===== src/rtl/aggregation_block_if.sv =====
// Handshake and memory-bus bundle for aggregation_block: control, adjacency/product
// memory ports and the aggregated-row output stream.
interface aggregation_block_if #(
    parameter int NUM_NODES      = 6,
    parameter int WEIGHT_COLS    = 3,
    parameter int DOT_PROD_WIDTH = 16,
    parameter int AGG_WIDTH      = DOT_PROD_WIDTH + $clog2(NUM_NODES)
);
    localparam int IW = $clog2(NUM_NODES);

    logic                                start;
    logic [IW-1:0]                       adj_row_addr;
    logic [NUM_NODES-1:0]                adj_row_in;
    logic [IW-1:0]                       fm_wm_read_row;
    logic [WEIGHT_COLS*DOT_PROD_WIDTH-1:0] fm_wm_row_in;
    logic                                out_valid;
    logic                                out_ready;
    logic [IW-1:0]                       out_row_addr;
    logic [WEIGHT_COLS*AGG_WIDTH-1:0]    agg_row_out;
    logic                                busy;
    logic                                done;

    modport master (
        input  start, adj_row_in, fm_wm_row_in, out_ready,
        output adj_row_addr, fm_wm_read_row, out_valid, out_row_addr, agg_row_out, busy, done
    );

    modport slave (
        output start, adj_row_in, fm_wm_row_in, out_ready,
        input  adj_row_addr, fm_wm_read_row, out_valid, out_row_addr, agg_row_out, busy, done
    );
endinterface


===== src/rtl/aggregation_block.sv =====
// Graph aggregation: for each node i, sums the product rows FMWM[j] of all neighbours j
// (adjacency bit adj[i][j]) and streams the aggregated row out with a valid/ready handshake.
module aggregation_block #(
    parameter int NUM_NODES      = 6,
    parameter int WEIGHT_COLS    = 3,
    parameter int DOT_PROD_WIDTH = 16,
    parameter int AGG_WIDTH      = DOT_PROD_WIDTH + $clog2(NUM_NODES)
) (
    input  logic                clk,
    input  logic                reset,
    aggregation_block_if.master bus
);
    localparam int            IW   = $clog2(NUM_NODES);
    localparam logic [IW-1:0] LAST = IW'(NUM_NODES - 1);

    typedef enum logic [2:0] {
        IDLE,
        ISSUE,
        DRAIN,
        EMIT,
        FINISH
    } state_t;

    state_t state_q, state_d;

    logic [IW-1:0]                           i;
    logic [IW-1:0]                           j;
    logic [IW-1:0]                           j_d;
    logic                                    nb_d;
    logic                                    issue_v;
    logic [WEIGHT_COLS-1:0][AGG_WIDTH-1:0]   acc;

    always_ff @(posedge clk) begin
        if (reset) state_q <= IDLE;
        else       state_q <= state_d;
    end

    always_comb begin
        state_d            = state_q;
        bus.adj_row_addr   = '0;
        bus.fm_wm_read_row = '0;
        bus.out_valid      = 1'b0;
        bus.out_row_addr   = '0;
        bus.agg_row_out    = '0;
        bus.busy           = (state_q != IDLE);
        bus.done           = 1'b0;
        unique case (state_q)
            IDLE: begin
                if (bus.start) state_d = ISSUE;
            end
            ISSUE: begin
                bus.fm_wm_read_row = j;
                bus.adj_row_addr   = i;
                if (j == LAST) state_d = DRAIN;
            end
            DRAIN: begin
                state_d = EMIT;
            end
            EMIT: begin
                bus.out_valid    = 1'b1;
                bus.out_row_addr = i;
                bus.agg_row_out  = acc;
                if (bus.out_ready) state_d = (i == LAST) ? FINISH : ISSUE;
            end
            FINISH: begin
                bus.done = 1'b1;
                state_d  = IDLE;
            end
            default: state_d = IDLE;
        endcase
    end

    // The product memory answers one cycle late, so the neighbour bit travels
    // alongside in nb_d/issue_v and the add happens on the following edge.
    always_ff @(posedge clk) begin
        if (reset) begin
            i       <= '0;
            j       <= '0;
            j_d     <= '0;
            nb_d    <= 1'b0;
            issue_v <= 1'b0;
            acc     <= '0;
        end else begin
            issue_v <= (state_q == ISSUE);
            if (state_q == ISSUE) begin
                j_d  <= j;
                nb_d <= bus.adj_row_in[j];
                j    <= (j == LAST) ? '0 : j + 1'b1;
            end
            if (issue_v && nb_d) begin
                for (int unsigned c = 0; c < WEIGHT_COLS; c++) begin
                    acc[c] <= acc[c] + AGG_WIDTH'(bus.fm_wm_row_in[c*DOT_PROD_WIDTH +: DOT_PROD_WIDTH]);
                end
            end
            if (state_q == IDLE && bus.start) begin
                i   <= '0;
                j   <= '0;
                acc <= '0;
            end
            if (state_q == EMIT && bus.out_ready && i != LAST) begin
                i   <= i + 1'b1;
                acc <= '0;
            end
        end
    end

    // The row absorbed in DRAIN must be the last neighbour index of the pass.
    always_ff @(posedge clk) begin
        if (!reset && state_q == DRAIN) begin
            assert (issue_v && j_d == LAST);
        end
    end
endmodule


===== src/flat_wrapper.sv =====
// flat-port wrapper written by rule: the top's interface ports become plain ports
module aggregation_block_flat 
#(
    parameter int NUM_NODES      = 6,
    parameter int WEIGHT_COLS    = 3,
    parameter int DOT_PROD_WIDTH = 16,
    parameter int AGG_WIDTH      = DOT_PROD_WIDTH + $clog2(NUM_NODES)
)
  (clk, reset, bus_start, bus_adj_row_in, bus_fm_wm_row_in, bus_out_ready, bus_adj_row_addr, bus_fm_wm_read_row, bus_out_valid, bus_out_row_addr, bus_agg_row_out, bus_busy, bus_done);
  aggregation_block_if #(.NUM_NODES(NUM_NODES), .WEIGHT_COLS(WEIGHT_COLS), .DOT_PROD_WIDTH(DOT_PROD_WIDTH), .AGG_WIDTH(AGG_WIDTH)) bus_i ();
  input  logic clk;
  input  logic reset;
  input wire logic [$bits(bus_i.start)-1:0] bus_start;
  input wire logic [$bits(bus_i.adj_row_in)-1:0] bus_adj_row_in;
  input wire logic [$bits(bus_i.fm_wm_row_in)-1:0] bus_fm_wm_row_in;
  input wire logic [$bits(bus_i.out_ready)-1:0] bus_out_ready;
  output wire logic [$bits(bus_i.adj_row_addr)-1:0] bus_adj_row_addr;
  output wire logic [$bits(bus_i.fm_wm_read_row)-1:0] bus_fm_wm_read_row;
  output wire logic [$bits(bus_i.out_valid)-1:0] bus_out_valid;
  output wire logic [$bits(bus_i.out_row_addr)-1:0] bus_out_row_addr;
  output wire logic [$bits(bus_i.agg_row_out)-1:0] bus_agg_row_out;
  output wire logic [$bits(bus_i.busy)-1:0] bus_busy;
  output wire logic [$bits(bus_i.done)-1:0] bus_done;
  assign bus_i.start = bus_start;
  assign bus_i.adj_row_in = bus_adj_row_in;
  assign bus_i.fm_wm_row_in = bus_fm_wm_row_in;
  assign bus_i.out_ready = bus_out_ready;
  assign bus_adj_row_addr = bus_i.adj_row_addr;
  assign bus_fm_wm_read_row = bus_i.fm_wm_read_row;
  assign bus_out_valid = bus_i.out_valid;
  assign bus_out_row_addr = bus_i.out_row_addr;
  assign bus_agg_row_out = bus_i.agg_row_out;
  assign bus_busy = bus_i.busy;
  assign bus_done = bus_i.done;
  aggregation_block #(.NUM_NODES(NUM_NODES), .WEIGHT_COLS(WEIGHT_COLS), .DOT_PROD_WIDTH(DOT_PROD_WIDTH), .AGG_WIDTH(AGG_WIDTH)) u_core (.clk(clk), .reset(reset), .bus(bus_i));
endmodule

===== config.mk =====
export PLATFORM = sky130hd
export DESIGN_NAME = aggregation_block_flat
export DESIGN_NICKNAME = d
export VERILOG_FILES = /design/src/rtl/aggregation_block_if.sv /design/src/rtl/aggregation_block.sv /design/src/flat_wrapper.sv
export SDC_FILE = /design/constraint.sdc
export NUM_CORES = 1
export LEC_CHECK = 0
export ABC_AREA = 1
export ABC_CLOCK_PERIOD_IN_PS = 3100
export CAP_MARGIN = 20
export CELL_PAD_IN_SITES_DETAIL_PLACEMENT = 2
export CELL_PAD_IN_SITES_GLOBAL_PLACEMENT = 2
export CORE_AREA = 2 2 149 151
export DETAILED_ROUTE_END_ITERATION = 10
export DIE_AREA = 0 0 151 153
export HOLD_SLACK_MARGIN = 0.1
export PLACE_DENSITY = 0.86
export SYNTH_ARGS = -nofsm -noshare
export SYNTH_HDL_FRONTEND = slang
export SYNTH_SLANG_ARGS = --single-unit
export TNS_END_PERCENT = 50

===== constraint.sdc =====
create_clock -name clk -period 3.1 [get_ports clk]
set_input_delay 0.465 -clock clk [delete_from_list [all_inputs] [get_ports clk]]
set_output_delay 0.465 -clock clk [all_outputs]
set_load 0.05 [all_outputs]

==> flow_metrics.env <==
export IMPL_yosysTopAreaCell="dfxtp_1"
export IMPL_syn_nets=1173
export IMPL_cts_root_buffer="clkbuf_16"
export IMPL_drc=0
export IMPL_min_period_over_period=0.919
export IMPL_syn_to_final_growth_pct=30.7
export IMPL_p_sw_mw=0.858
export IMPL_wl_met2_um=12200
export IMPL_leakagePower_nw=3.85
export IMPL_internal_power_mw=1.84
export IMPL_outcome="finished, final reports clean"
export IMPL_path_class="flop to output port"
export IMPL_grt_pass1_wl_um=39600
export IMPL_clk_pin_slew_ps=60
export IMPL_seq_area_frac_synth=0.223
export IMPL_drive_gt1_frac=0.0337
export IMPL_cts_setup_buffers=0
export IMPL_drt_pass1_iterations=4
export IMPL_htree_levels=3
export IMPL_dieArea_um2=23100
export IMPL_die_x_um=151
export IMPL_fin_nets=1293
export IMPL_p_clk_frac=0.428
export IMPL_critPathRequiredTime_ps=2630
export IMPL_yosysMostFrequentCell="nand2_1"
export IMPL_ios=127
export IMPL_ir_drop_mv=0.241
export IMPL_initial_utilization=0.284
export IMPL_n_fill_cell=2721
export IMPL_layout_min_cycle_time_ps=2850
export IMPL_portBuffers=126
export IMPL_hold_path_class="flop to flop"
export IMPL_hold_slack_ps=487
export IMPL_p_seq_frac=0.343
export IMPL_synthCells=1062
export IMPL_synth_area_top_cells="dfxtp_1 22%, nand2_1 18%, inv_1 12%, ha_1 10%, nor2_1 9.5%"
export IMPL_wirelength_um=24000
export IMPL_drt_iter0_drc=223
export IMPL_rows=54
export IMPL_final_antenna_net_count=0
export IMPL_cap_violations=0
export IMPL_instances_no_fill=1468
export IMPL_synthArstFlopShare=0
export IMPL_synth_area_um2=6110
export IMPL_wire_per_inst_um=16.3
export IMPL_cts_buffers=9
export IMPL_clock_latency_ps=350
export IMPL_dr_max_layer_used="met4"
export IMPL_cp_max_fo=25
export IMPL_synth_warnings=0
export IMPL_hpwlAfterDp_um=18900
export IMPL_cts_tree="built"
export IMPL_power_density_nw_per_um2=338
export IMPL_slew_headroom=0.563
export IMPL_synthFlopType="dfxtp_1"
export IMPL_antenna_found_initial=1
export IMPL_finalHoldViolations=0
export IMPL_ys_types=34
export IMPL_grt_overflow=0
export IMPL_max_slew_worst_pin_slew_ps=656
export IMPL_setup_ws_ps=252
export IMPL_finalSetupTns_ps=0
export IMPL_sw_frac_of_total=0.318
export IMPL_fmaxAchievable_ghz=0.351
export IMPL_arrival_ps=2380
export IMPL_synth_top_area_share=0.223
export IMPL_worst_setup_path_end_kind="output port"
export IMPL_die_h_um=153
export IMPL_placed_cells_incl_taps=1451
export IMPL_rsz0062_at_grt="no"
export IMPL_wl_met3_um=699
export IMPL_gp_congestion=0.823
export IMPL_grtUsageTotal=0.215
export IMPL_core_area_um2=21500
export IMPL_grt_max_degree=51
export IMPL_via_per_inst=4.86
export IMPL_skew_ps=6.26
export IMPL_post_place_ws_ps=364
export IMPL_m1WireLength_um=10700
export IMPL_synthTopCellsByCount="285 x nand2_1, 198 x inv_1, 155 x nor2_1"
export IMPL_cp_start_kind="flop"
export IMPL_synth_edf_count=0
export IMPL_avgSynthCellArea_um2=5.75
export IMPL_grt_pass1_vias=7956
export IMPL_hold_buffers=0
export IMPL_cts_resized=0
export IMPL_ys_ff_latch=68
export IMPL_vias=7133
export IMPL_clock_sinks=68
export IMPL_drv_slew=0
export IMPL_clock_path_buffers=2
export IMPL_p_comb_frac=0.229
export IMPL_setup_violations_final=0
[cell type report]
type                       count  area (um2)  area share
multi-input combinational    768        3880       0.485
sequential                    68        1360       0.170
timing repair buffer         132        1320       0.165
inverter                     203         762      0.0954
tap                          280         350      0.0439
clock buffer                  11         243      0.0304
clock inverter                 5        75.1     0.00940
antenna                        1        2.50    0.000313
[routing by layer]
metal	global-route usage	vias to the layer above
met4	0.0458	0
met2	0.395	94
met3	0.0304	22
met5	0	-
li1	-	3531
met1	0.262	3486
[layout by cell type (no fill, tap or decap), types with 3 or more instances in the layout]
cell               n
nand2_1          284
inv_1            198
nor2_1           155
clkdlybuf4s50_1  125
a21oi_1           94
nand3_1           78
dfxtp_1           68
ha_1              50
o21ai_0           32
nor3_1            15
xor2_1            15
o21ai_1           11
clkbuf_16          9
buf_4              6
inv_2              5
or2_2              5
nand3_4            3
xnor2_1            3
a211oi_1           3
and2_1             3
fa_1               3
clkinv_2           3
[state kept, by name (all words and copies together) (netlist names)]
name	count
u_core.acc	57
u_core.i	3
u_core.issue_v	1
u_core.j	3
u_core.nb_d	1
u_core.state_q	3
[logic make-up (layout without fill, tap and decap cells)]
kind of cell,after synthesis,count (layout),synth area share
and+or+nand+nor,549,549,0.369
xor gates and xnor gates,18,18,0.0258
buffers and inverters,226,351,0.143
adders and majority gates,53,53,0.112
DFF,68,68,0.223
other,0,1,0
AOI/OAI and AO/OA,148,148,0.128
[metrics by stage]
| stage | area [um2] | total power [mW] | util |
|---|---|---|---|
| 3_3_place_gp | 7670 | 1.54 | 0.357 |
| 2_1_floorplan | 6110 | 1.32 | - |
| 3_5_place_dp | 7670 | 1.56 | 0.357 |
| 4_1_cts | 7990 | 2.74 | 0.372 |
| 6_report | 7990 | 2.70 | 0.372 |
| 5_1_grt | 7990 | 2.84 | 0.372 |
[worst max-delay path: stages, from the launching register on]
cell and delay (ps):
dfxtp_1 430, nand3_4 330, buf_4 330, nor2_1 130, clkdlybuf4s50_1 820
[final timing paths]
kind | to | depth (start not counted) | slack (ps) | start
setup / recovery | bus_agg_row_out[16] | 4 | 250 | u_core.state_q[0]
hold / removal | u_core.acc[38] | 2 | 490 | u_core.acc[38]
setup reg to reg | u_core.acc[9] | 9 | 850 | u_core.state_q[0]
hold reg to reg | u_core.acc[38] | 2 | 490 | u_core.acc[38]
[power by group through the flow]
stage	sequential (mW)	combinational, mW	clock, mW
after floorplan	0.937	0.387	0
after global placement	0.943	0.598	0
after detailed placement	0.944	0.617	0
after CTS	0.925	0.625	1.19
after global routing	0.928	0.692	1.22
final	0.925	0.617	1.16
Power figures use the tool's default switching activity.
==> RTL change 1: new RTL, same settings <==
The 5 states of `state_t` get a one-hot encoding in 5 bits.
--- a/src/rtl/aggregation_block.sv
+++ b/src/rtl/aggregation_block.sv
@@ -14,10 +14,10 @@
     localparam logic [IW-1:0] LAST = IW'(NUM_NODES - 1);
 
-    typedef enum logic [2:0] {
-        IDLE,
-        ISSUE,
-        DRAIN,
-        EMIT,
-        FINISH
+    typedef enum logic [4:0] {
+        IDLE   = 5'b00001,
+        ISSUE  = 5'b00010,
+        DRAIN  = 5'b00100,
+        EMIT   = 5'b01000,
+        FINISH = 5'b10000
     } state_t;
 
Formal check against the unedited RTL: same outputs for any inputs over 4 cycles, from zero or initial values and one cycle with reset high; so few cycles prove little.
==> RTL change 1 against the original RTL <==
Sequential cell count rose by 2. Critical path depth increased by 3. Cell area down 0.52%. Routed wire length decreased by 0.56%. Maximum frequency up 4.2%. Sequential share of layout area increased by 0.59 points. Synthesized area increased by 2.3%. Synthesized cell count barely moved. Count of clock-buffer cells in the layout shrank 2. Core utilization down 0.19 points. Worst setup slack better by 0.11 ns. Power is 13% lower. Critical endpoint is now bus_fm_wm_read_row[0]. Highest routed layer unchanged.
==> RTL change 1: results (changes against the original RTL) <==
status=completed; initial antenna violation count=0 (-1); top cells by count, synth=297 x nand2_1, 187 x inv_1, 168 x nor2_1, 75 x a21oi_1, 74 x nand3_1; met3 usage=2.00% (-1.0 points); WHS=0.481 ns (-0.00606 ns); Slew HR=51.4% (-4.9 points); comb pwr=0.000336 W (-46%); met2 Use GR=37.9% (-1.6 points); Async S/R FF share, synth=0% (unchanged); inverters=191 (-5.9%); r2r startpoint=u_core.acc[0]; r2r endpoint=u_core.acc[16]; Cell Area, Placed=7650 um^2 (-0.26%); P_clk=0.00110 W (-5%); Nets=1296 (+0.23%); largest net degree at the start of global routing=49 (-3.9%); length in cells of the worst reg-to-reg path=13 (+4); cells after synthesis=1063 (+0.094%); arrival time worst endpoint=2.27 ns (-0.11 ns); vias in the first global route=7755 (-2.5%); Post-Layout Cell Count=1470 (+0.14%); hold endpoint=u_core.j[2]; switching power=0.000674 W (-21%); Worst VDD drop=0.236 mV (-1.9%); num sequential=70 (+2.9%); # fillers=2736 (+0.55%); met1 Use GR=27.1% (+0.89 points); PnR worst setup slack=0.367 ns (+0.115 ns); HPWL after detailed placement=18.9 mm (+0.36%); Synth Area in XOR/XNOR=2.94% (+0.36 points); total track usage=21.1% (-0.34 points); # diodes=0 (-1); Non-clock buffers=135 (+2.3%); FF-to-FF setup slack=0.90 ns (+0.05 ns); Syn Nets=1174 (+0.085%); hold wc startpoint=u_core.j[2]; violation count after the first detailed-route iteration=173 (-22%); met3 routed WL=539 um (-23%); FF/Latch Area=1400 um^2 (+2.9%); Multi-In Gates=778 (+1.3%); worst slack, placed=0.405 ns (+0.0402 ns); layout cells sized above 1=10.3% (+7.0 points); wire length on met1=11.1 mm (+4.0%); met2 wire length=11.9 mm (-3.2%); Placer Congestion=0.810 (-1.5%); synth top area cells=dfxtp_1 22%, nand2_1 18%, inv_1 11%; power share of the combinational group=14.3% (-8.6 points); multi-input combinational area share=50.2% (+1.7 points); via count=7103 (-0.42%)
[RTL change 1: cell count changes after synthesis, moves of 4 or more]
cell and change:
a21oi_2 +14, o21ai_1 -11, clkbuf_1 -7, buf_1 +5, nand2_1 +12, a21oi_1 -19, xnor2_1 +12, nand3_1 -4
inv_1 -11, nor2_1 +13, xor2_1 -9, nor3_1 -5, a211oi_2 +8
[RTL change 1: worst max path at each step]
stage / startpoint / endpoint / depth (start not counted)
6_report: u_core.state_q[2] / bus_fm_wm_read_row[0] / 7
5_1_grt: u_core.state_q[2] / bus_fm_wm_read_row[0] / 7
4_1_cts: u_core.state_q[2] / bus_fm_wm_read_row[0] / 7
3_5_place_dp: bus_fm_wm_row_in[0] / u_core.acc[16] / 15
3_3_place_gp: bus_fm_wm_row_in[0] / u_core.acc[16] / 15
2_1_floorplan: u_core.state_q[2] / bus_done / 3
==> RTL change 2: new RTL, same flow settings <==
Without the edit above. `DOT_PROD_WIDTH` is set to 16 in 3 places; all go to 32.
--- a/src/rtl/aggregation_block_if.sv
+++ b/src/rtl/aggregation_block_if.sv
@@ -4,5 +4,5 @@
     parameter int NUM_NODES      = 6,
     parameter int WEIGHT_COLS    = 3,
-    parameter int DOT_PROD_WIDTH = 16,
+    parameter int DOT_PROD_WIDTH = 32,
     parameter int AGG_WIDTH      = DOT_PROD_WIDTH + $clog2(NUM_NODES)
 );
--- a/src/rtl/aggregation_block.sv
+++ b/src/rtl/aggregation_block.sv
@@ -4,5 +4,5 @@
     parameter int NUM_NODES      = 6,
     parameter int WEIGHT_COLS    = 3,
-    parameter int DOT_PROD_WIDTH = 16,
+    parameter int DOT_PROD_WIDTH = 32,
     parameter int AGG_WIDTH      = DOT_PROD_WIDTH + $clog2(NUM_NODES)
 ) (
--- a/src/flat_wrapper.sv
+++ b/src/flat_wrapper.sv
@@ -4,5 +4,5 @@
     parameter int NUM_NODES      = 6,
     parameter int WEIGHT_COLS    = 3,
-    parameter int DOT_PROD_WIDTH = 16,
+    parameter int DOT_PROD_WIDTH = 32,
     parameter int AGG_WIDTH      = DOT_PROD_WIDTH + $clog2(NUM_NODES)
 )
Interface: changed (resized bus_agg_row_out and bus_fm_wm_row_in); port bits go from 127 to 223. No check against the original RTL was run, so the function may have changed too.
==> RTL change 2 against the original RTL <==
The run now fails in 3_1_place_gp_skip_io. Synthesized area up 100%.
==> RTL change 2: results (changes against the original RTL) <==
top cells by count, synth=636 x nand2_1, 495 x inv_1, 283 x nor2_1, 178 x a21oi_1, 144 x nand3_1; post-synthesis mux area share=0% (unchanged); Async S/R FF share, synth=0% (unchanged); adder-cell share of the synthesized area=10.4% (-0.83 points); Stop stage=3_1_place_gp_skip_io; synth top area cells=nand2_1 19%, dfxtp_1 19%, inv_1 15%; Compound-Gate Fraction of Synth Area=14.3% (+1.5 points); Log Error=[ERROR GPL-0301] Utilization 124.943 % exceeds 100%.; Syn Area/Cell=5.51 um^2 (-4.2%); EDFF count, synth=0 (unchanged); post-synth cell types=41 (+21%); Syn Nets=2454 (+110%); Die W=151 um (unchanged); post-synthesis sequential element count=116 (+71%); Synth Area in XOR/XNOR=3.18% (+0.60 points); Post-synth top flop=dfxtp_1; yosys warns=0 (unchanged); post-synthesis sequential area ratio=18.8% (-3.5 points); status=did not finish
RTL change 2: cells by family after synthesis:
family                     after synthesis
xor gates and xnor gates                45
AOI/OAI and AO/OA                      325
DFF                                    116
adders and majority gates              101
and+or+nand+nor                       1117
buffers and inverters                  543
